### config.mk
export PLATFORM = sky130hd
export DESIGN_NAME = knn_stream_driver
export DESIGN_NICKNAME = d
export VERILOG_FILES = /design/src/rtl/knn_stream_driver.sv
export SDC_FILE = /design/constraint.sdc
export NUM_CORES = 1
export LEC_CHECK = 0
export ABC_AREA = 1
export BUFFER_PORTS_ARGS = -buffer_cell sky130_fd_sc_hd__buf_2
export CAP_MARGIN = 20
export CORE_AREA = 5 5 312 314
export DETAILED_ROUTE_END_ITERATION = 16
export DIE_AREA = 0 0 317 319
export PLACE_DENSITY = 0.68
export SLEW_MARGIN = 10
export SYNTH_ARGS = -nofsm -noshare
export SYNTH_HDL_FRONTEND = slang
export SYNTH_SLANG_ARGS = --single-unit
### constraint.sdc
create_clock -name clk -period 11.7 [get_ports clk]
set_input_delay 1.755 -clock clk [delete_from_list [all_inputs] [get_ports clk]]
set_output_delay 1.755 -clock clk [all_outputs]
set_load 0.005 [all_outputs]
### src/rtl/knn_stream_driver.sv
// Host-side initiator for the KNN accelerator: buffers labelled training samples,
// streams them one per cycle, then waits for the prediction or a timeout.
module knn_stream_driver #(
    parameter int DATA_WIDTH = 8,
    parameter int FEATURES   = 8,
    parameter int DEPTH      = 16,
    parameter int ADDR_WIDTH = 4,
    parameter int TIMEOUT    = 255
) (
    input  logic                           clk,
    input  logic                           rst_n,
    input  logic                           wr_en_i,
    input  logic [ADDR_WIDTH-1:0]          wr_addr_i,
    input  logic [DATA_WIDTH*FEATURES-1:0] wr_data_i,
    input  logic                           wr_label_i,
    input  logic [ADDR_WIDTH:0]            num_samples_i,
    input  logic [DATA_WIDTH*FEATURES-1:0] test_data_i,
    input  logic                           start_i,
    output logic [DATA_WIDTH*FEATURES-1:0] train_data_o,
    output logic                           train_label_o,
    output logic                           data_valid_o,
    output logic                           training_done_o,
    output logic [DATA_WIDTH*FEATURES-1:0] test_data_o,
    input  logic                           predicted_valid_i,
    input  logic                           predicted_label_i,
    output logic                           busy_o,
    output logic                           result_valid_o,
    output logic                           result_label_o,
    output logic                           timeout_o
);

    localparam int VW = DATA_WIDTH * FEATURES;
    localparam logic [ADDR_WIDTH:0] DEPTH_C   = (ADDR_WIDTH+1)'(DEPTH);
    localparam logic [15:0]         TIMEOUT_C = 16'(TIMEOUT);

    typedef enum logic [1:0] {IDLE, STREAM, DONE, WAIT} state_t;

    state_t                state_q, state_d;
    logic [ADDR_WIDTH:0]   rd_ptr_q, rd_ptr_d;
    logic [ADDR_WIDTH:0]   n_q, n_d;
    logic [15:0]           count_q, count_d;
    logic [VW-1:0]         test_data_q, test_data_d;
    logic [VW-1:0]         hold_data_q, hold_data_d;
    logic                  result_label_q, result_label_d;
    logic                  result_valid_q, result_valid_d;
    logic                  timeout_q, timeout_d;

    logic [VW-1:0]         mem [DEPTH];
    logic                  labels [DEPTH];

    logic                  idle_ready;
    logic [ADDR_WIDTH-1:0] rd_idx;
    logic [ADDR_WIDTH:0]   n_clamped;

    // The pulse cycle after a result/timeout still counts as busy, so a start there is dropped.
    assign idle_ready = (state_q == IDLE) && !result_valid_q && !timeout_q;
    assign rd_idx     = rd_ptr_q[ADDR_WIDTH-1:0];
    assign n_clamped  = (num_samples_i > DEPTH_C) ? DEPTH_C : num_samples_i;

    always_ff @(posedge clk) begin
        if (idle_ready && wr_en_i && ({1'b0, wr_addr_i} < DEPTH_C)) begin
            mem[wr_addr_i]    <= wr_data_i;
            labels[wr_addr_i] <= wr_label_i;
        end
    end

    always_ff @(posedge clk or negedge rst_n) begin
        if (!rst_n) begin
            state_q        <= IDLE;
            rd_ptr_q       <= '0;
            n_q            <= '0;
            count_q        <= '0;
            test_data_q    <= '0;
            hold_data_q    <= '0;
            result_label_q <= 1'b0;
            result_valid_q <= 1'b0;
            timeout_q      <= 1'b0;
        end else begin
            state_q        <= state_d;
            rd_ptr_q       <= rd_ptr_d;
            n_q            <= n_d;
            count_q        <= count_d;
            test_data_q    <= test_data_d;
            hold_data_q    <= hold_data_d;
            result_label_q <= result_label_d;
            result_valid_q <= result_valid_d;
            timeout_q      <= timeout_d;
        end
    end

    always_comb begin
        state_d        = state_q;
        rd_ptr_d       = rd_ptr_q;
        n_d            = n_q;
        count_d        = count_q;
        test_data_d    = test_data_q;
        hold_data_d    = hold_data_q;
        result_label_d = result_label_q;
        result_valid_d = 1'b0;
        timeout_d      = 1'b0;
        case (state_q)
            IDLE: begin
                if (idle_ready && start_i) begin
                    test_data_d    = test_data_i;
                    n_d            = n_clamped;
                    rd_ptr_d       = '0;
                    count_d        = '0;
                    result_label_d = 1'b0;
                    state_d        = (n_clamped != '0) ? STREAM : DONE;
                end
            end
            STREAM: begin
                // Remember the beat so train_data_o holds it once streaming stops.
                hold_data_d = mem[rd_idx];
                rd_ptr_d    = rd_ptr_q + 1'b1;
                if (rd_ptr_d == n_q) begin
                    state_d = DONE;
                end
            end
            DONE: begin
                count_d = '0;
                state_d = WAIT;
            end
            WAIT: begin
                if (predicted_valid_i) begin
                    result_label_d = predicted_label_i;
                    result_valid_d = 1'b1;
                    state_d        = IDLE;
                end else begin
                    if (count_q != 16'hFFFF) begin
                        count_d = count_q + 16'd1;
                    end
                    if (count_d >= TIMEOUT_C) begin
                        timeout_d = 1'b1;
                        state_d   = IDLE;
                    end
                end
            end
            default: state_d = IDLE;
        endcase
    end

    assign data_valid_o    = (state_q == STREAM);
    assign train_data_o    = (state_q == STREAM) ? mem[rd_idx] : hold_data_q;
    assign train_label_o   = (state_q == STREAM) ? labels[rd_idx] : 1'b0;
    assign training_done_o = (state_q == DONE);
    assign test_data_o     = test_data_q;
    assign busy_o          = (state_q != IDLE) || result_valid_q || timeout_q;
    assign result_valid_o  = result_valid_q;
    assign result_label_o  = result_label_q;
    assign timeout_o       = timeout_q;

endmodule

==> flow_summary.json <==
{
  "worstMarginPinSlew_ps": 1180,
  "die_area_um2": 101000,
  "yosysTopAreaCell": "edfxtp_1",
  "wl_um": 121000,
  "cts_buffers": 116,
  "worstSetupPathType": "reg -> out",
  "max_slew_margin": 0.216,
  "detail-route-antenna-nets": 0,
  "htreeDepth": 3,
  "end_kind": "output port",
  "power_leakage_nw": 18.3,
  "wl_met2_um": 59200,
  "vias": 30164,
  "grt_pass1_wl_um": 181000,
  "r2r_setup_slack_ps": 7570,
  "hold_buffers": 0,
  "path_max_fanout": 105,
  "place.gp.congestion": 0.798,
  "final_common_cell": "edfxtp_1",
  "drive_gt1_frac": 0.142,
  "hold_violations": 0,
  "tns_ps": 0,
  "final_cell_mix": "1040 x edfxtp_1, 681 x nor2_1, 553 x o21ai_0",
  "drcViolationCount": 0,
  "yosysTopAreaCellShare": 0.671,
  "period_share": 0.527,
  "grt_antenna_before_repair": 27,
  "firstDrtPassIters": 5,
  "layoutNonFillerInstCount": 5127,
  "synth_area_um2": 46500,
  "dieWidth_um": 317,
  "initial_utilization": 0.493,
  "top_layer": "met5",
  "synthCells": 3550,
  "r2r_end": "mem[15][16]",
  "synth_warnings": 0,
  "crit_start": "rd_ptr_q[0]",
  "track_usage": 0.234,
  "ys_types": 34,
  "cts-resized-gates": 0,
  "die_h_um": 319,
  "vias_per_cell": 5.88,
  "grt_max_degree": 221,
  "finalClockSkew_ps": 25.8,
  "wl_met3_um": 8930,
  "min_period_ps": 6160,
  "cts_setup_buffers": 0,
  "ioPinCount": 279,
  "arrival_ps": 4410,
  "wl_per_cell_um": 23.6,
  "drt_iter0_drc": 2710,
  "coreArea_um2": 94300,
  "ys_seq_elements": 1199,
  "layout.nets": 3896,
  "endpoint": "train_data_o[33]",
  "ir_worst_vdd_mv": 0.184,
  "overflow": 0,
  "synth_seq_area_share": 0.757,
  "final.fill_count": 7596,
  "m1WireLength_um": 48900,
  "rows": 113,
  "r2r_start": "state_q[1]",
  "setup_violations": 0,
  "crit_required_ps": 9950,
  "status": "finished clean",
  "min_path_type": "reg -> reg",
  "cts_buffer_depth": 3,
  "cts_root_buf": "clkbuf_16",
  "rsz0062_at_grt": "false",
  "slew_violations": 0,
  "hpwl_um": 58700,
  "avgSynthCellArea_um2": 13.1,
  "r2r_cells": 9,
  "syn2layout_area_growth_pct": 13.8,
  "cts.sinks": 1199,
  "worstSetupStartpointType": "flip-flop",
  "holdWs_ps": 470,
  "post-place-cells": 4892,
  "clock_latency_ps": 700,
  "power.density_nw_per_um2": 221,
  "max_cap_viol_count": 0,
  "cts.clk_slew.worst_paths_ps": 60,
  "syn-num-nets": 3700,
  "cts_tree": "yes",
  "max_freq_mhz": 162,
  "synth_area_leaders": "edfxtp_1 67%, dfrtp_1 8.5%, o21ai_0 5.9%",
  "first_global_vias": 29116,
  "numPortBuffers": 278
}
==> kinds of logic (layout without fill, tap and decap cells) <==
group	Yosys count	after routing	synth area share
xor+xnor	6	6	0.00113
flops	1199	1199	0.757
simple gates	1123	1123	0.0960
fa+ha+maj	6	6	0.00161
compound gates	917	917	0.118
other cells	0	15	0
buf+inv	299	596	0.0264
==> worst max-delay path, cell delays in order, from the launching register on <==
cell,delay [ps]
dfrtp_4,530
buf_4,860
buf_4,930
o21ai_0,300
o221ai_1,290
nand3_1,130
a31oi_1,390
buf_2,190
==> layout make-up <==
class	instances	area, µm²	share of cell area
clock inverters	59	515	0.00974
flip-flops and latches	1199	35200	0.665
multi-input cells	2052	10200	0.193
inverters	51	219	0.00414
clock buffers	160	3330	0.0630
diodes	15	37.5	0.000709
repair buffers	326	1810	0.0341
well taps	1265	1580	0.0299
==> stage by stage <==
stage / total power, mW / setup WS, ps / cell area, µm² / util
2_1_floorplan: 6.99 / 6360 / 46500 / -
3_3_place_gp: 8.00 / 6360 / 49000 / 0.520
3_5_place_dp: 8.06 / 6280 / 49000 / 0.520
4_1_cts: 11.8 / 5540 / 52900 / 0.561
5_1_grt: 12.3 / 5330 / 52900 / 0.561
6_report: 11.7 / 5540 / 52900 / 0.561
==> routing by layer <==
layer	global-route usage	vias up
li1	-	13596
met1	0.316	15058
met2	0.386	1225
met3	0.0400	269
met4	0.0818	16
met5	0	-
==> how the worst min path moves through the flow <==
stage,startpoint,end,slack [ps],cells after the start
2_1_floorplan,n_q[3],n_q[3],470,2
3_3_place_gp,test_data_o[3],test_data_o[3],460,2
3_5_place_dp,test_data_o[55],test_data_o[55],460,2
4_1_cts,test_data_o[29],test_data_o[29],480,2
5_1_grt,test_data_o[32],test_data_o[32],490,2
6_report,test_data_o[55],test_data_o[55],470,2
==> registers in the layout (all words and copies together), names as in the netlist <==
signal,flops
result_valid_o,1
state_q,2
labels,16
result_label_o,1
rd_ptr_q,5
mem,1024
hold_data_q,64
timeout_o,1
test_data_o,64
n_q,5
count_q,16
==> where the power goes <==
group / switching (mW) / internal [mW] / total, mW
registers: 0.122 / 4.96 / 5.09
logic: 2.02 / 0.876 / 2.89
clock network: 1.57 / 2.16 / 3.73
==> cells in the mapped netlist, drive strengths merged <==
library cell / instances
nor4: 1
a21oi: 4
xnor2: 1
ha: 6
nor2: 703
o211ai: 1
o221ai: 191
o21ai: 577
nand3: 135
clkbuf: 186
nor3: 1
dfrtp: 159
xor2: 5
edfxtp: 1040
nand2: 276
a21boi: 1
clkinv: 1
inv: 50
buf: 62
o22ai: 78
a31oi: 64
nand4: 7
a32o: 1
Note: power is estimated with default switching activity, not from simulation.
